===== src/rtl/vending_pkg.sv =====
// Shared definitions for the vending machine front end: channel indices,
// debounce default, coin values and the fixed-priority pick used by the issuer.
package vending_pkg;

    localparam int NUM_CH    = 4;
    localparam int CH_IN1    = 0;
    localparam int CH_IN2    = 1;
    localparam int CH_IN5    = 2;
    localparam int CH_CANCEL = 3;

    localparam int DEFAULT_DEBOUNCE_CYCLES = 4;

    localparam int COIN_VAL_IN1 = 1;
    localparam int COIN_VAL_IN2 = 2;
    localparam int COIN_VAL_IN5 = 5;

    typedef logic [NUM_CH-1:0] ch_vec_t;

    // One-hot select of the most urgent request: cancel beats every coin,
    // larger coins beat smaller ones.
    function automatic ch_vec_t pick_highest(input ch_vec_t req);
        ch_vec_t grant;
        grant = '0;
        if (req[CH_CANCEL])
            grant[CH_CANCEL] = 1'b1;
        else if (req[CH_IN5])
            grant[CH_IN5] = 1'b1;
        else if (req[CH_IN2])
            grant[CH_IN2] = 1'b1;
        else if (req[CH_IN1])
            grant[CH_IN1] = 1'b1;
        return grant;
    endfunction

endpackage


===== src/rtl/debounce_channel.sv =====
// One input channel: two-flop synchroniser, stability counter and debounced
// level, producing a single-cycle strobe when the level is accepted as high.
module debounce_channel #(
    parameter int DEBOUNCE_CYCLES = 4,
    parameter int CNT_W           = 8
) (
    input  logic clk,
    input  logic rst,
    input  logic raw,
    output logic rise
);

    logic             sync1;
    logic             sync2;
    logic             stable;
    logic [CNT_W-1:0] cnt;
    logic             at_limit;

    assign at_limit = (cnt == CNT_W'(DEBOUNCE_CYCLES - 1));

    // Strobe on the same edge that flips the accepted level from 0 to 1.
    assign rise = (sync2 != stable) && at_limit && sync2;

    always_ff @(posedge clk or posedge rst) begin
        if (rst) begin
            sync1  <= 1'b0;
            sync2  <= 1'b0;
            stable <= 1'b0;
            cnt    <= '0;
        end else begin
            sync1 <= raw;
            sync2 <= sync1;
            if (sync2 == stable) begin
                cnt <= '0;
            end else if (at_limit) begin
                stable <= sync2;
                cnt    <= '0;
            end else begin
                cnt <= cnt + CNT_W'(1);
            end
        end
    end

endmodule


===== src/rtl/coin_debounce.sv =====
// Conditions the four raw vending inputs into clean, one-hot, single-cycle
// events, queuing at most one accepted press per channel until it is issued.
module coin_debounce
    import vending_pkg::*;
#(
    parameter int DEBOUNCE_CYCLES = DEFAULT_DEBOUNCE_CYCLES,
    parameter int CNT_W           = 8
) (
    input  logic clk,
    input  logic rst,
    input  logic raw_in1,
    input  logic raw_in2,
    input  logic raw_in5,
    input  logic raw_cancel,
    output logic in1,
    output logic in2,
    output logic in5,
    output logic cancel,
    output logic pending
);

    ch_vec_t raw_vec;
    ch_vec_t rise_vec;
    ch_vec_t pend_q;
    ch_vec_t pend_d;
    ch_vec_t grant;
    ch_vec_t out_q;
    logic    pending_q;

    always_comb begin
        raw_vec            = '0;
        raw_vec[CH_IN1]    = raw_in1;
        raw_vec[CH_IN2]    = raw_in2;
        raw_vec[CH_IN5]    = raw_in5;
        raw_vec[CH_CANCEL] = raw_cancel;
    end

    for (genvar g = 0; g < NUM_CH; g++) begin : g_ch
        debounce_channel #(
            .DEBOUNCE_CYCLES(DEBOUNCE_CYCLES),
            .CNT_W          (CNT_W)
        ) u_ch (
            .clk (clk),
            .rst (rst),
            .raw (raw_vec[g]),
            .rise(rise_vec[g])
        );
    end

    // A fresh rise wins over a same-cycle issue so back-to-back events survive.
    always_comb begin
        grant  = pick_highest(pend_q);
        pend_d = (pend_q & ~grant) | rise_vec;
    end

    always_ff @(posedge clk or posedge rst) begin
        if (rst) begin
            pend_q    <= '0;
            out_q     <= '0;
            pending_q <= 1'b0;
        end else begin
            pend_q    <= pend_d;
            out_q     <= grant;
            pending_q <= |pend_d;
        end
    end

    assign in1     = out_q[CH_IN1];
    assign in2     = out_q[CH_IN2];
    assign in5     = out_q[CH_IN5];
    assign cancel  = out_q[CH_CANCEL];
    assign pending = pending_q;

endmodule


===== config.mk =====
export PLATFORM = sky130hd
export DESIGN_NAME = coin_debounce
export DESIGN_NICKNAME = d
export VERILOG_FILES = /design/src/rtl/vending_pkg.sv /design/src/rtl/debounce_channel.sv /design/src/rtl/coin_debounce.sv
export SDC_FILE = /design/constraint.sdc
export NUM_CORES = 1
export LEC_CHECK = 0
export ABC_CLOCK_PERIOD_IN_PS = 1850
export CORE_MARGIN = 1
export CORE_UTILIZATION = 40
export DETAILED_ROUTE_END_ITERATION = 8
export HOLD_SLACK_MARGIN = 0.1
export PLACE_DENSITY = 0.68
export SLEW_MARGIN = 10
export SYNTH_ARGS = -nofsm -noshare
export SYNTH_HDL_FRONTEND = slang
export SYNTH_SLANG_ARGS = --single-unit

===== constraint.sdc =====
create_clock -name clk -period 1.85 [get_ports clk]
set_clock_uncertainty 0.1 [all_clocks]
set_input_delay 0.185 -clock clk [delete_from_list [all_inputs] [get_ports clk]]
set_output_delay 0.185 -clock clk [all_outputs]
set_load 0.02 [all_outputs]

==> results_dict.tcl, run 1 <==
set metrics [dict create \
    fillers 480 \
    irDropWorstVdd_mv 0.512 \
    drtIter0Drc 65 \
    worst-r2r-setup-slack_ps 50 \
    io_buffer_count 10 \
    cp_slowest_cell "or4b_4" \
    detail-route-antenna-nets 0 \
    ys_types 32 \
    pre_cts_slack_ps 58.8 \
    status "finished, final reports clean" \
    chipHeight_um 76.2 \
    yosysSeqAreaShare_pct 60.3 \
    die-area_um2 5800 \
    cts_tree "done" \
    die_w_um 76.2 \
    syn_area_um2 2200 \
    postCtsHoldBufs 0 \
    dpl.cell_count 282 \
    syn_to_final_growth_pct 17.1 \
    clk_pin_slew_worst_paths_ps 90 \
    dp_hpwl_mm 2.47 \
    yosys-top-cells-count "dfrtp_1, nor2_1, a21oi_1, nand2_1, xor2_1" \
    first_pass_iters 4 \
    cts_buffers 5 \
    cp_num_buf_inv 0 \
    p_int_mw 2.00 \
    clockBufferDepth 2 \
    totalWireLength_mm 3.54 \
    grt_usage_pct 13.7 \
    arrival_ps 1890 \
    clkLatencyLatePin_ps 300 \
    fin_area_um2 2580 \
    syn_nets 201 \
    vias_per_cell 4.98 \
    final_nets 230 \
    synth_top_area_share_pct 60.3 \
    synth-edff-count 0 \
    drive_above_1_share_pct 14.0 \
    synthArstFlopShare_pct 100 \
    synthTopCellsByArea "dfrtp_1, xor2_1, or3_1" \
    grt_start_max_net_pins 54 \
    startpoint "g_ch[2].u_ch.cnt[0]$_DFF_PP0_" \
    initial_core_util_pct 42.3 \
    min_period_over_period_pct 97.2 \
    power_mw 2.85 \
    synth_top_family_by_area "simple AND/OR/NAND/NOR gates" \
    cts_sinks 53 \
    grt_pass1_wl_mm 6.32 \
    synth_xor_xnor_area_share_pct 6.37 \
    p_leak_nw 1.15 \
    via_count 1450 \
    dpl_cell_area_um2 2480 \
    syn_area_per_cell_um2 11.5 \
    synth.area.mux_share_pct 2.22 \
    cp-endpoint "g_ch[2].u_ch.stable$_DFFE_PP0P_" \
    fmax_ghz 0.556 \
    ioPinCount 11 \
    synth_compound_area_share_pct 9.15 \
    powerDensity_nw_per_um2 1110 \
    setup_viol 0 \
    dominantRegCellSynth "dfrtp_1" \
    drc_errors 0 \
    grt_pass1_vias 1434 \
    fin_setup_tns_ps 0 \
    cts_root_buf "clkbuf_8" \
    antenna_found_initial 0 \
    timing.final.max_slew_violations 0 \
    path_cells "ha_2, or4b_4, or2_1, mux2_2" \
    max_stage_delay_ps 470 \
    num_antenna_cells 0 \
    r2r_start "g_ch[2].u_ch.cnt[0]$_DFF_PP0_" \
    path_delay_family "simple AND/OR/NAND/NOR gates" \
    synth.largest_area_cell "dfrtp_1" \
    wl_per_cell_um 12.2 \
    worstHoldPathType "in2async" \
    core_um2 5200 \
    layout_setup_ws_ps 51.5 \
    p_sw_share_pct 30.1 \
    synth_warnings 0 \
    synthCells 191 \
    crit_type "reg2reg" \
    cp_max_fo 3 \
    sequentialPowerShare_pct 51.3 \
    finalHoldViolations 0 \
    p_sw_uw 860 \
    path_depth 4 \
    gp_congestion 0.770 \
    finalCriticalPeriod_ps 1800 \
    final_cells 291 \
    synth_most_common_cell "dfrtp_1" \
    endpoint_kind "flop" \
    layout.area.seq_um2 1330 \
    grt_overflow_total 0 \
    pwr-share-clk_pct 22.0 \
    max-slew-margin-rel_pct 72.3 \
    synthSimpleGateAreaFrac_pct 18.9 \
    critPathLaunchType "flop" \
    synth_fa_ha_area_share_pct 2.27 \
    htree_levels 2 \
    r2r-end "g_ch[2].u_ch.stable$_DFFE_PP0P_" \
    pwr-share-comb_pct 26.7 \
    worstMarginPinSlew_ps 412 \
    ys_ff_latch 53 \
    fp-row-count 26 \
    cp.required_ps 1940 \
    r2r_cells 4 \
    multiInputGateArea_um2 858 \
    drv_cap 0 \
]
-- cell usage in the layout, fill, tap and decap left out, drive strengths merged, types with 7 or more instances in the layout --
cell type      count
nand3             11
clkbuf             7
dfrtp             53
nor2              17
xor2              12
buf               12
clkdlybuf4s50     10
nand2             12
or3               11
a21oi             12
o21ai             13
-- registers in the layout, indices dropped and copies added (netlist names) --
name	count
g_ch.u_ch.cnt	32
pend_q	4
g_ch.u_ch.sync2	4
g_ch.u_ch.stable	4
out_q	4
g_ch.u_ch.sync1	4
pending	1
-- metrics by stage --
stage | hold slack, ps | util, %
2_1_floorplan | 116 | -
3_3_place_gp | 232 | 47.7
4_1_cts | 149 | 49.3
5_1_grt | 165 | 49.5
3_5_place_dp | 236 | 47.7
6_report | 132 | 49.5
-- worst min-delay path by stage --
stage / startpoint / to / slack (ps) / cells past startpoint
6_report: rst / g_ch[2].u_ch.cnt[0]$_DFF_PP0_ / 130 / 3
5_1_grt: rst / g_ch[1].u_ch.sync1$_DFF_PP0_ / 170 / 3
4_1_cts: rst / g_ch[1].u_ch.cnt[7]$_DFF_PP0_ / 150 / 3
3_5_place_dp: g_ch[3].u_ch.sync1$_DFF_PP0_ / g_ch[3].u_ch.sync2$_DFF_PP0_ / 240 / 0
3_3_place_gp: g_ch[2].u_ch.sync1$_DFF_PP0_ / g_ch[2].u_ch.sync2$_DFF_PP0_ / 230 / 0
2_1_floorplan: raw_in1 / g_ch[0].u_ch.sync1$_DFF_PP0_ / 120 / 0
-- cells by family after synthesis --
logic type               count (synthesis)
XOR/XNOR                                16
AND/OR/NAND/NOR                         75
buffers and inverters                    5
multiplexers                             4
AO/OA/AOI/OAI                           34
adder cells (fa/ha/maj)                  4
flip-flops                              53
-- repair_timing --
item	CTS	global route
setup endpoints to repair	0	2
gates resized for setup	0	1
setup buffers	0	1
endpoints found under the hold margin	0	0
-- worst register-to-register path, delay by kind of cell, from the launching register on --
kind,cells,cell delay [ps]
flip-flops,1,390
AND/OR/NAND/NOR,2,720
adder cells (fa/ha/maj),1,200
multiplexers,1,270
-- power groups by stage --
stage | Clock [mW] | Combinational, mW | Sequential [mW]
6_report | 0.628 | 0.762 | 1.47
3_3_place_gp | 0 | 0.737 | 1.47
2_1_floorplan | 0 | 0.450 | 1.48
4_1_cts | 0.660 | 0.754 | 1.47
5_1_grt | 0.694 | 0.864 | 1.49
3_5_place_dp | 0 | 0.748 | 1.48
-- routing by layer --
| metal | up-vias | global-route usage, % | part of all wire (%) |
|---|---|---|---|
| li1 | 729 | - | - |
| met1 | 700 | 17.8 | 50 |
| met2 | 14 | 21.9 | 46 |
| met3 | 7 | 3.95 | 2.7 |
| met4 | 0 | 5.19 | 1.5 |
| met5 | - | 0 | 0 |
-- cell type report --
type | count | share of cell area [%]
Clock buffer | 7 | 2.96
Clock inverter | 1 | 0.291
Tap cell | 70 | 3.40
Sequential cell | 53 | 51.5
Multi-Input combinational cell | 133 | 33.3
Inverter | 5 | 0.728
Timing Repair Buffer | 22 | 7.86
(Power assumes the default switching activity.)
==> inputs of run 2 (changes only) <==
--- a/config.mk
+++ b/config.mk
@@ -8,6 +8,7 @@
 export ABC_CLOCK_PERIOD_IN_PS = 1850
 export CORE_MARGIN = 1
 export CORE_UTILIZATION = 40
+export CTS_CLUSTER_SIZE = 28
 export DETAILED_ROUTE_END_ITERATION = 8
 export HOLD_SLACK_MARGIN = 0.1
 export PLACE_DENSITY = 0.68
==> results of run 2 <==
No change in the layout: final DEF, timing and power equal those of run 1.
